--- src/rtl/ttt_pkg.sv ---
// Shared types and defaults for the tick-tock-tokens event FIFO slice.
package ttt_pkg;

  localparam int DFLT_TS_BITS   = 6;
  localparam int DFLT_DATA_BITS = DFLT_TS_BITS + 2;
  localparam int DFLT_DEPTH     = 8;

  typedef struct packed {
    logic [DFLT_TS_BITS-1:0] ts;
    logic                    start;
    logic                    stop;
  } event_t;

  // Flags 2'b00 never occur on a real event, so this word is unambiguous.
  localparam event_t WRAP_MARKER = '{ts: '0, start: 1'b0, stop: 1'b0};

endpackage

--- src/rtl/ttt_event_fifo_if.sv ---
// Flag input and host drain bus of the event FIFO.
interface ttt_event_fifo_if #(
  parameter int DATA_BITS = 8,
  parameter int DEPTH     = 8
);
  localparam int LVL_BITS = $clog2(DEPTH) + 1;

  logic                 flags_valid;
  logic                 token_start;
  logic                 token_stop;
  logic [DATA_BITS-1:0] event_data;
  logic                 event_valid;
  logic                 event_ready;
  logic [LVL_BITS-1:0]  fill_level;
  logic                 overflow;
  logic                 clear_ovf;

  modport master (
    output flags_valid, token_start, token_stop, event_ready, clear_ovf,
    input  event_data, event_valid, fill_level, overflow
  );

  modport slave (
    input  flags_valid, token_start, token_stop, event_ready, clear_ovf,
    output event_data, event_valid, fill_level, overflow
  );
endinterface

--- src/rtl/ttt_sync_fifo.sv ---
// First-word-fall-through synchronous FIFO; a push into a full FIFO is accepted
// only when a pop happens in the same cycle.
module ttt_sync_fifo #(
  parameter int DEPTH = 8,
  parameter int WIDTH = 8
) (
  input  logic                     clk,
  input  logic                     rst_n,
  input  logic                     push,
  input  logic [WIDTH-1:0]         wdata,
  input  logic                     pop,
  output logic [WIDTH-1:0]         rdata,
  output logic                     full,
  output logic                     empty,
  output logic [$clog2(DEPTH):0]   count
);
  localparam int ADDR_BITS = $clog2(DEPTH);
  localparam int LVL_BITS  = ADDR_BITS + 1;

  logic [WIDTH-1:0]     mem [DEPTH];
  logic [ADDR_BITS-1:0] wr_ptr;
  logic [ADDR_BITS-1:0] rd_ptr;
  logic [LVL_BITS-1:0]  count_q;
  logic                 do_push;
  logic                 do_pop;

  assign empty   = (count_q == '0);
  assign full    = (count_q == LVL_BITS'(DEPTH));
  assign do_pop  = pop && !empty;
  assign do_push = push && (!full || do_pop);
  assign rdata   = mem[rd_ptr];
  assign count   = count_q;

  always_ff @(posedge clk) begin
    if (do_push) mem[wr_ptr] <= wdata;
  end

  always_ff @(posedge clk) begin
    if (!rst_n) begin
      wr_ptr  <= '0;
      rd_ptr  <= '0;
      count_q <= '0;
    end else begin
      if (do_push) wr_ptr <= wr_ptr + 1'b1;
      if (do_pop)  rd_ptr <= rd_ptr + 1'b1;
      case ({do_push, do_pop})
        2'b10:   count_q <= count_q + 1'b1;
        2'b01:   count_q <= count_q - 1'b1;
        default: count_q <= count_q;
      endcase
    end
  end

endmodule

--- src/rtl/ttt_event_fifo.sv ---
// Timestamps token start/stop flags with a local tick counter and buffers them,
// plus coalesced counter-wrap markers, for the host to drain.
module ttt_event_fifo
  import ttt_pkg::*;
#(
  parameter int DATA_BITS = DFLT_DATA_BITS,
  parameter int TS_BITS   = DFLT_TS_BITS,
  parameter int DEPTH     = DFLT_DEPTH
) (
  input  logic              clk,
  input  logic              rst_n,
  input  logic              ena,
  input  logic              tick,
  ttt_event_fifo_if.slave   bus
);
  localparam int LVL_BITS = $clog2(DEPTH) + 1;
  localparam logic [DATA_BITS-1:0] WRAP_WORD = DATA_BITS'(WRAP_MARKER);

  logic [TS_BITS-1:0]   ts_q;
  logic                 wrap_pending_q;
  logic                 overflow_q;
  logic                 ev_push;
  logic                 wrap_push;
  logic                 push;
  logic                 pop;
  logic                 drop;
  logic                 wrap_now;
  logic                 full;
  logic                 empty;
  logic [DATA_BITS-1:0] push_word;
  logic [DATA_BITS-1:0] head_word;
  logic [LVL_BITS-1:0]  count;

  assign ev_push   = ena && bus.flags_valid && (bus.token_start || bus.token_stop);
  assign wrap_push = ena && wrap_pending_q && !ev_push;
  assign push      = ev_push || wrap_push;
  assign push_word = ev_push ? {ts_q, bus.token_start, bus.token_stop} : WRAP_WORD;
  assign pop       = !empty && bus.event_ready;
  assign drop      = push && full && !pop;
  assign wrap_now  = ena && tick && (ts_q == {TS_BITS{1'b1}});

  ttt_sync_fifo #(
    .DEPTH (DEPTH),
    .WIDTH (DATA_BITS)
  ) u_fifo (
    .clk   (clk),
    .rst_n (rst_n),
    .push  (push),
    .wdata (push_word),
    .pop   (pop),
    .rdata (head_word),
    .full  (full),
    .empty (empty),
    .count (count)
  );

  // A wrap in the same cycle a marker leaves keeps the flag set for the next one.
  always_ff @(posedge clk) begin
    if (!rst_n) begin
      ts_q           <= '0;
      wrap_pending_q <= 1'b0;
      overflow_q     <= 1'b0;
    end else begin
      if (ena && tick) ts_q <= ts_q + 1'b1;
      if (wrap_now)       wrap_pending_q <= 1'b1;
      else if (wrap_push) wrap_pending_q <= 1'b0;
      if (drop)               overflow_q <= 1'b1;
      else if (bus.clear_ovf) overflow_q <= 1'b0;
    end
  end

  assign bus.event_valid = !empty;
  assign bus.event_data  = empty ? '0 : head_word;
  assign bus.fill_level  = count;
  assign bus.overflow    = overflow_q;

endmodule
--- src/flat_wrapper.sv ---
// flat-port wrapper written by rule: the top's interface ports become plain ports
module ttt_event_fifo_flat import ttt_pkg::*;
#(
  parameter int DATA_BITS = DFLT_DATA_BITS,
  parameter int TS_BITS   = DFLT_TS_BITS,
  parameter int DEPTH     = DFLT_DEPTH
)
  (clk, rst_n, ena, tick, bus_flags_valid, bus_token_start, bus_token_stop, bus_event_ready, bus_clear_ovf, bus_event_data, bus_event_valid, bus_fill_level, bus_overflow);
  ttt_event_fifo_if #(.DATA_BITS(DATA_BITS), .DEPTH(DEPTH)) bus_i ();
  input  logic clk;
  input  logic rst_n;
  input  logic ena;
  input  logic tick;
  input wire logic [$bits(bus_i.flags_valid)-1:0] bus_flags_valid;
  input wire logic [$bits(bus_i.token_start)-1:0] bus_token_start;
  input wire logic [$bits(bus_i.token_stop)-1:0] bus_token_stop;
  input wire logic [$bits(bus_i.event_ready)-1:0] bus_event_ready;
  input wire logic [$bits(bus_i.clear_ovf)-1:0] bus_clear_ovf;
  output wire logic [$bits(bus_i.event_data)-1:0] bus_event_data;
  output wire logic [$bits(bus_i.event_valid)-1:0] bus_event_valid;
  output wire logic [$bits(bus_i.fill_level)-1:0] bus_fill_level;
  output wire logic [$bits(bus_i.overflow)-1:0] bus_overflow;
  assign bus_i.flags_valid = bus_flags_valid;
  assign bus_i.token_start = bus_token_start;
  assign bus_i.token_stop = bus_token_stop;
  assign bus_i.event_ready = bus_event_ready;
  assign bus_i.clear_ovf = bus_clear_ovf;
  assign bus_event_data = bus_i.event_data;
  assign bus_event_valid = bus_i.event_valid;
  assign bus_fill_level = bus_i.fill_level;
  assign bus_overflow = bus_i.overflow;
  ttt_event_fifo #(.DATA_BITS(DATA_BITS), .TS_BITS(TS_BITS), .DEPTH(DEPTH)) u_core (.clk(clk), .rst_n(rst_n), .ena(ena), .tick(tick), .bus(bus_i));
endmodule
--- config.mk ---
export PLATFORM = sky130hd
export DESIGN_NAME = ttt_event_fifo_flat
export DESIGN_NICKNAME = d
export VERILOG_FILES = /design/src/rtl/ttt_pkg.sv /design/src/rtl/ttt_event_fifo_if.sv /design/src/rtl/ttt_sync_fifo.sv /design/src/rtl/ttt_event_fifo.sv /design/src/flat_wrapper.sv
export SDC_FILE = /design/constraint.sdc
export NUM_CORES = 1
export LEC_CHECK = 0
export CORE_ASPECT_RATIO = 1.5
export CORE_MARGIN = 8
export CORE_UTILIZATION = 44
export CTS_CLUSTER_SIZE = 28
export DETAILED_ROUTE_END_ITERATION = 10
export GPL_TIMING_DRIVEN = 0
export PLACE_DENSITY_LB_ADDON = 0.12
export SYNTH_ARGS = -nofsm -noshare
export SYNTH_HDL_FRONTEND = slang
export SYNTH_SLANG_ARGS = --single-unit
--- constraint.sdc ---
create_clock -name clk -period 6.01 [get_ports clk]
set_clock_uncertainty 0.1 [all_clocks]
set_input_delay 1.202 -clock clk [delete_from_list [all_inputs] [get_ports clk]]
set_output_delay 1.202 -clock clk [all_outputs]
set_load 0.05 [all_outputs]
Word-level counts from Yosys, hierarchy flattened
Memories as Yosys holds them, arrays and structs flattened. A register that Yosys moved wholly into a read port is not among the register bits. Index checks and enable logic that the tools add are counted.

Bits in writable memories: 64. Word-level logic and storage cells: 49. Input port bits: 9. Latch bits: 0. Register bits after elaboration: 18. Output and inout bits: 14. Bits in read-only memories: 0. Memories kept: 1.

Add/sub/neg operators: 5. Muxes and demuxes: 11. Divide/modulo/power cells: 0. Shift-type cells: 0. Reduce and logical (&&, ||, !) cells: 22. Multiply operators: 0. Bitwise gates (word level): 0. Equality and inequality tests: 4. Order comparisons: 0.

Memory list: u_core.u_fifo.mem (depth 8, width 8, rd ports 1, clocked after memory_dff 1, wr ports 1, RTL line ttt_sync_fifo.sv:20) `logic [WIDTH-1:0] mem [DEPTH];`.

Operators by type and width (count): two-way mux 8 bit (2); logical AND 1 bit (11); case mux 4 bit (2 select lines) (1); adder 3 x 1 -> 3 bit (second input constant) (2); adder 6 x 1 -> 6 bit (second input constant) (1); equality test 6 bit (second input constant) (1); two-way mux 1 bit (6); two-way mux 3 bit (2); nonzero test 2 bit (3); adder 4 x 1 -> 4 bit (second input constant) (1); equality test 4 bit (second input constant) (1); zero test 1 bit (4); zero test 4 bit (1); subtractor 4 x 1 -> 4 bit (second input constant) (1); logical OR 1 bit (3); equality test 2 x 1 -> 1 bit (second input constant) (1); equality test 2 bit (second input constant) (1).

Longest topological paths before layout
Word-level depth: 8. Gate-level depth with buffers: 8. Gate-level depth less buffers: 7.

By module
A second synthesis with hierarchy kept.

Cells, all modules: 237. Area total of the unflattened synthesis: 3689.8 um^2.

By module, submodules not included: ttt_sync_fifo (area an instance 3204.3 um^2, instances 1, cells an instance 176, seq. area each 2182.1 um^2); ttt_event_fifo (area an instance 485.5 um^2, instances 1, cells an instance 61, seq. area each 160.2 um^2).

Least setup slack after synthesis
OpenSTA, ideal clock, no wires.

Path kind: register to output. Start point: register u_core.u_fifo.count_q[0] (netlist: u_core.u_fifo.count[0]). End point: output bus_event_data[0]. Data required time: 4708 ps. Cell stages (with the launch flop): 4. Path slack: 2930 ps. Buffers on the path: 0. Arrival time: 1778 ps. Cell sequence: dfxtp_1 or3_4 nor2_8 nor2_1.

Word-level cells in the longest chain between the ends: 2.

Ends and longest elaborated chain: start: declaration (RTL line ttt_sync_fifo.sv:23) `logic [LVL_BITS-1:0] count_q;`; start signal: assignment (RTL line ttt_sync_fifo.sv:47) `2'b10: count_q <= count_q + 1'b1;`; start signal: assignment (RTL line ttt_sync_fifo.sv:48) `2'b01: count_q <= count_q - 1'b1;`; start signal: assignment (RTL line ttt_sync_fifo.sv:49) `default: count_q <= count_q;`; zero test 4 bit (RTL line ttt_sync_fifo.sv:27) `assign empty = (count_q == '0);`; two-way mux 8 bit (RTL line ttt_event_fifo.sv:73) `assign bus.event_data = empty ? '0 : head_word;`; end: declaration (RTL line flat_wrapper.sv:19) `output wire logic [$bits(bus_i.event_data)-1:0] bus_event_data;`.

No other way between the ends.

==> results by group <==
Run status
  – Result of the run: completed

Floorplanning
  – Die Y-Extent: 126 um
  – Overall die width: 89.3 um
  – I/O pin count: 23
  – Core region area: 7910 um^2
  – Effective utilization at floorplan: 0.448
  – Number of cell rows: 40
  – Die ar.: 11,200 um^2

Setup path
  – Kind of end point of the critical path: output pin
  – Origin of the critical flop-to-flop path: u_core.u_fifo.count[0]
  – Flop-to-flop setup slack: 3.61 ns
  – Worst-path maximum fanout: 10
  – Worst Reg2Reg Path Length in Cells: 4
  – Critical path required time: 4.71 ns
  – Element type at the critical path start: flop
  – Category of the most critical setup path: reg2out
  – Endpoint arrival time on the critical path: 2.75 ns
  – Reg-to-reg endpoint: u_core.u_fifo.mem[7][5]

STA
  – Max frequency: 247 MHz
  – Measured slew at the worst slew-check pin: 0.882 ns
  – Number of max-slew violations in the final report: 0
  – RSZ-0062 raised after global routing: no
  – Slew margin rel.: 0.409
  – Clock period minus final worst setup slack: 4.06 ns
  – Final total negative setup slack: 0 ns
  – Hold Fails Final Rpt: 0
  – Final number of setup-violating endpoints: 0
  – Final cycle utilization of the critical path: 0.675

Synthesis
  – Synth Flop Type: edfxtp_1
  – Net Count, Synth: 243
  – Cell area after technology mapping: 3540 um^2
  – Count of distinct cell types in the synthesized netlist: 45
  – Post-synth ARST share: 0
  – Count of mapped cells out of synthesis: 230
  – Mean post-synth cell area: 15.4 um^2
  – EDFF count, synth: 64
  – Share of synthesized cell area in and, or, nand and nor gates: 0.103
  – Area contributors post-synth: edfxtp_1 54%, dfxtp_1 12%, mux4_2 10%, mux2i_1 3.7%, nor2_1 2.8%
  – Most frequent cells after synthesis: 64 x edfxtp_1, 26 x nor2_1, 21 x dfxtp_1
  – Most frequent cell after synthesis: edfxtp_1
  – Sequential fraction of the synthesis area: 0.661
  – Largest family of logic cells by synthesized area: multiplexers
  – Yosys warning count: 0
  – Multiplexer share of the synthesized area: 0.138
  – Post-synthesis share of cell area spent on xor and xnor gates: 0.0222
  – Post-synthesis compound-gate area fraction: 0.0441
  – Yosys reg bits: 85
  – Post-synthesis adder-cell area fraction: 0.0141
  – Synth top area share: 0.542
  – Cell type contributing the most total cell area after synthesis: edfxtp_1

Global route
  – Initial antenna violation count: 0
  – All-layer global routing usage: 0.130
  – Via count of the first global-routing pass: 1,980
  – Global-route wire length before repair: 10,500 um
  – Grt total ovfl: 0
  – Maximum number of pins on one net before global-route repair: 14

Worst hold path
  – Hold Startpoint: u_core.bus.overflow
  – Type of the worst min-delay path: reg2reg
  – Hold Path Cell Cnt: 2
  – Hold worst-path end: u_core.bus.overflow

CTS
  – Clock tree root driver cell: clkbuf_16
  – Maximum level of the CTS H-tree: 3
  – Hold buffers post-CTS: 0
  – Total number of clock tree sinks: 85
  – Bufs on Longest Clock Path: 2
  – Latest clock arrival within the worst-skew pair: 0.33 ns
  – Post-CTS setup buffers: 0
  – Number of buffers created by CTS: 9
  – Clock slew at the register clock pins of the worst setup and hold paths: 0.06 ns
  – Clock tree from TritonCTS: done
  – Post_cts resized: 0

Power
  – Power density over cell area: 438 nW/um^2
  – Total design power: 1860 uW
  – Pleak: 0.00142 uW
  – Peak supply drop: 261 uV

Drt
  – Number of vias per cell after detailed routing: 5.17
  – Number of detailed-route iterations in the first pass: 4
  – Antenna Nets Post-Route: 0
  – Total Wirelength: 6720 um
  – Number of vias after detailed routing: 1,934
  – Routed wire per std cell: 18.0 um
  – Iter 0 DRT Violations: 101
  – DRC violation count after routing: 0

Layout
  – Growth of design area from synthesis to finish: 20.0%
  – Share of layout cells above drive strength 1: 0.197
  – Final-stage net count: 277
  – Final non-filler cell total: 374
  – Antenna Diode Count: 0

Placement
  – Input/output buffers: 22
  – Cell count after placement: 358
  – Half-perimeter wire length of the detailed placement result: 4690 um
  – Last weighted congestion value of the routability-driven placer: 0.723

Job
  – Number of maximum-capacitance constraint violations: 0
[power by group]
| group | switching (uW) | internal [uW] |
|---|---|---|
| clock network | 206 | 368 |
| registers | 25.8 | 649 |
| logic | 379 | 235 |
[stage by stage]
stage	util	hold slack, ns	area, um^2	setup slack [ns]
2_1_floorplan	-	0.353	3540	2.93
3_3_place_gp	0.493	0.375	3890	1.44
3_5_place_dp	0.497	0.383	3930	2.13
4_1_cts	0.538	0.397	4250	1.87
5_1_grt	0.538	0.434	4250	1.79
6_report	0.538	0.387	4250	1.95
[cells in the final DEF, fill, tap and decap left out, drive strengths merged, types with 2 or more instances in the layout]
cell           count
and2               7
clkdlybuf4s50     22
xnor2              3
mux2i             13
clkbuf            16
a22oi              2
mux4              16
inv                3
ha                 4
nand3              4
nand2b             4
and3               3
a32oi              2
buf                6
nor3               5
clkinv             3
a21oi              6
dfxtp             21
xor2               6
nand2             17
o21ai              2
or3                2
edfxtp            64
nor2              27
[kinds of logic after synthesis]
kind of cell               after synthesis
adders and majority gates                4
AOI/OAI and AO/OA                       18
muxes                                   29
buffers and inverters                   12
xor gates and xnor gates                 9
DFF                                     85
and+or+nand+nor                         73
[registers in the layout (all words and copies together), names as in the netlist, named ones only]
name / count
u_core.bus.overflow: 1
u_core.ts_q: 6
u_core.u_fifo.count: 4
u_core.u_fifo.mem: 64
u_core.u_fifo.rd_ptr: 3
u_core.u_fifo.wr_ptr: 3
u_core.wrap_pending_q: 1
[area by class of cell]
cell class / count / area, um^2
plain buffers: 8 / 43.8
clock buffers: 13 / 282
clock inverters: 3 / 40.0
fillers: 718 / 3660
inverters: 4 / 15.0
multi-input cells: 133 / 1170
flip-flops and latches: 85 / 2340
well taps: 105 / 131
repair buffers: 23 / 228
[how the worst max path moves through the flow]
| stage | from | end | slack [ns] | cells after the start |
|---|---|---|---|---|
| 2_1_floorplan | u_core.u_fifo.count[0] | bus_event_data[0] | 2.93 | 3 |
| 3_3_place_gp | ena | u_core.u_fifo.mem[0][5] | 1.44 | 4 |
| 3_5_place_dp | ena | u_core.u_fifo.mem[7][3] | 2.13 | 5 |
| 4_1_cts | flop | bus_event_data[6] | 1.87 | 6 |
| 5_1_grt | flop | bus_event_data[6] | 1.79 | 6 |
| 6_report | flop | bus_event_data[7] | 1.95 | 6 |
[per-layer routing]
metal / part of all wire / track usage / vias to the layer above
met1: 0.41 / 0.145 / 953
met2: 0.54 / 0.221 / 32
met3: 0.035 / 0.0365 / 9
met4: 0.018 / 0.0591 / 0
li1: - / - / 940
met5: 0 / 0 / -
[critical path, cell delays in order, from the launching register on]
cell and delay (ns):
dfxtp_1 0.31, clkbuf_2 0.23, buf_1 0.53, mux4_2 0.33
mux2i_1 0.07, nor2_1 0.14, clkdlybuf4s50_1 0.82
(Power assumes the default switching activity.)
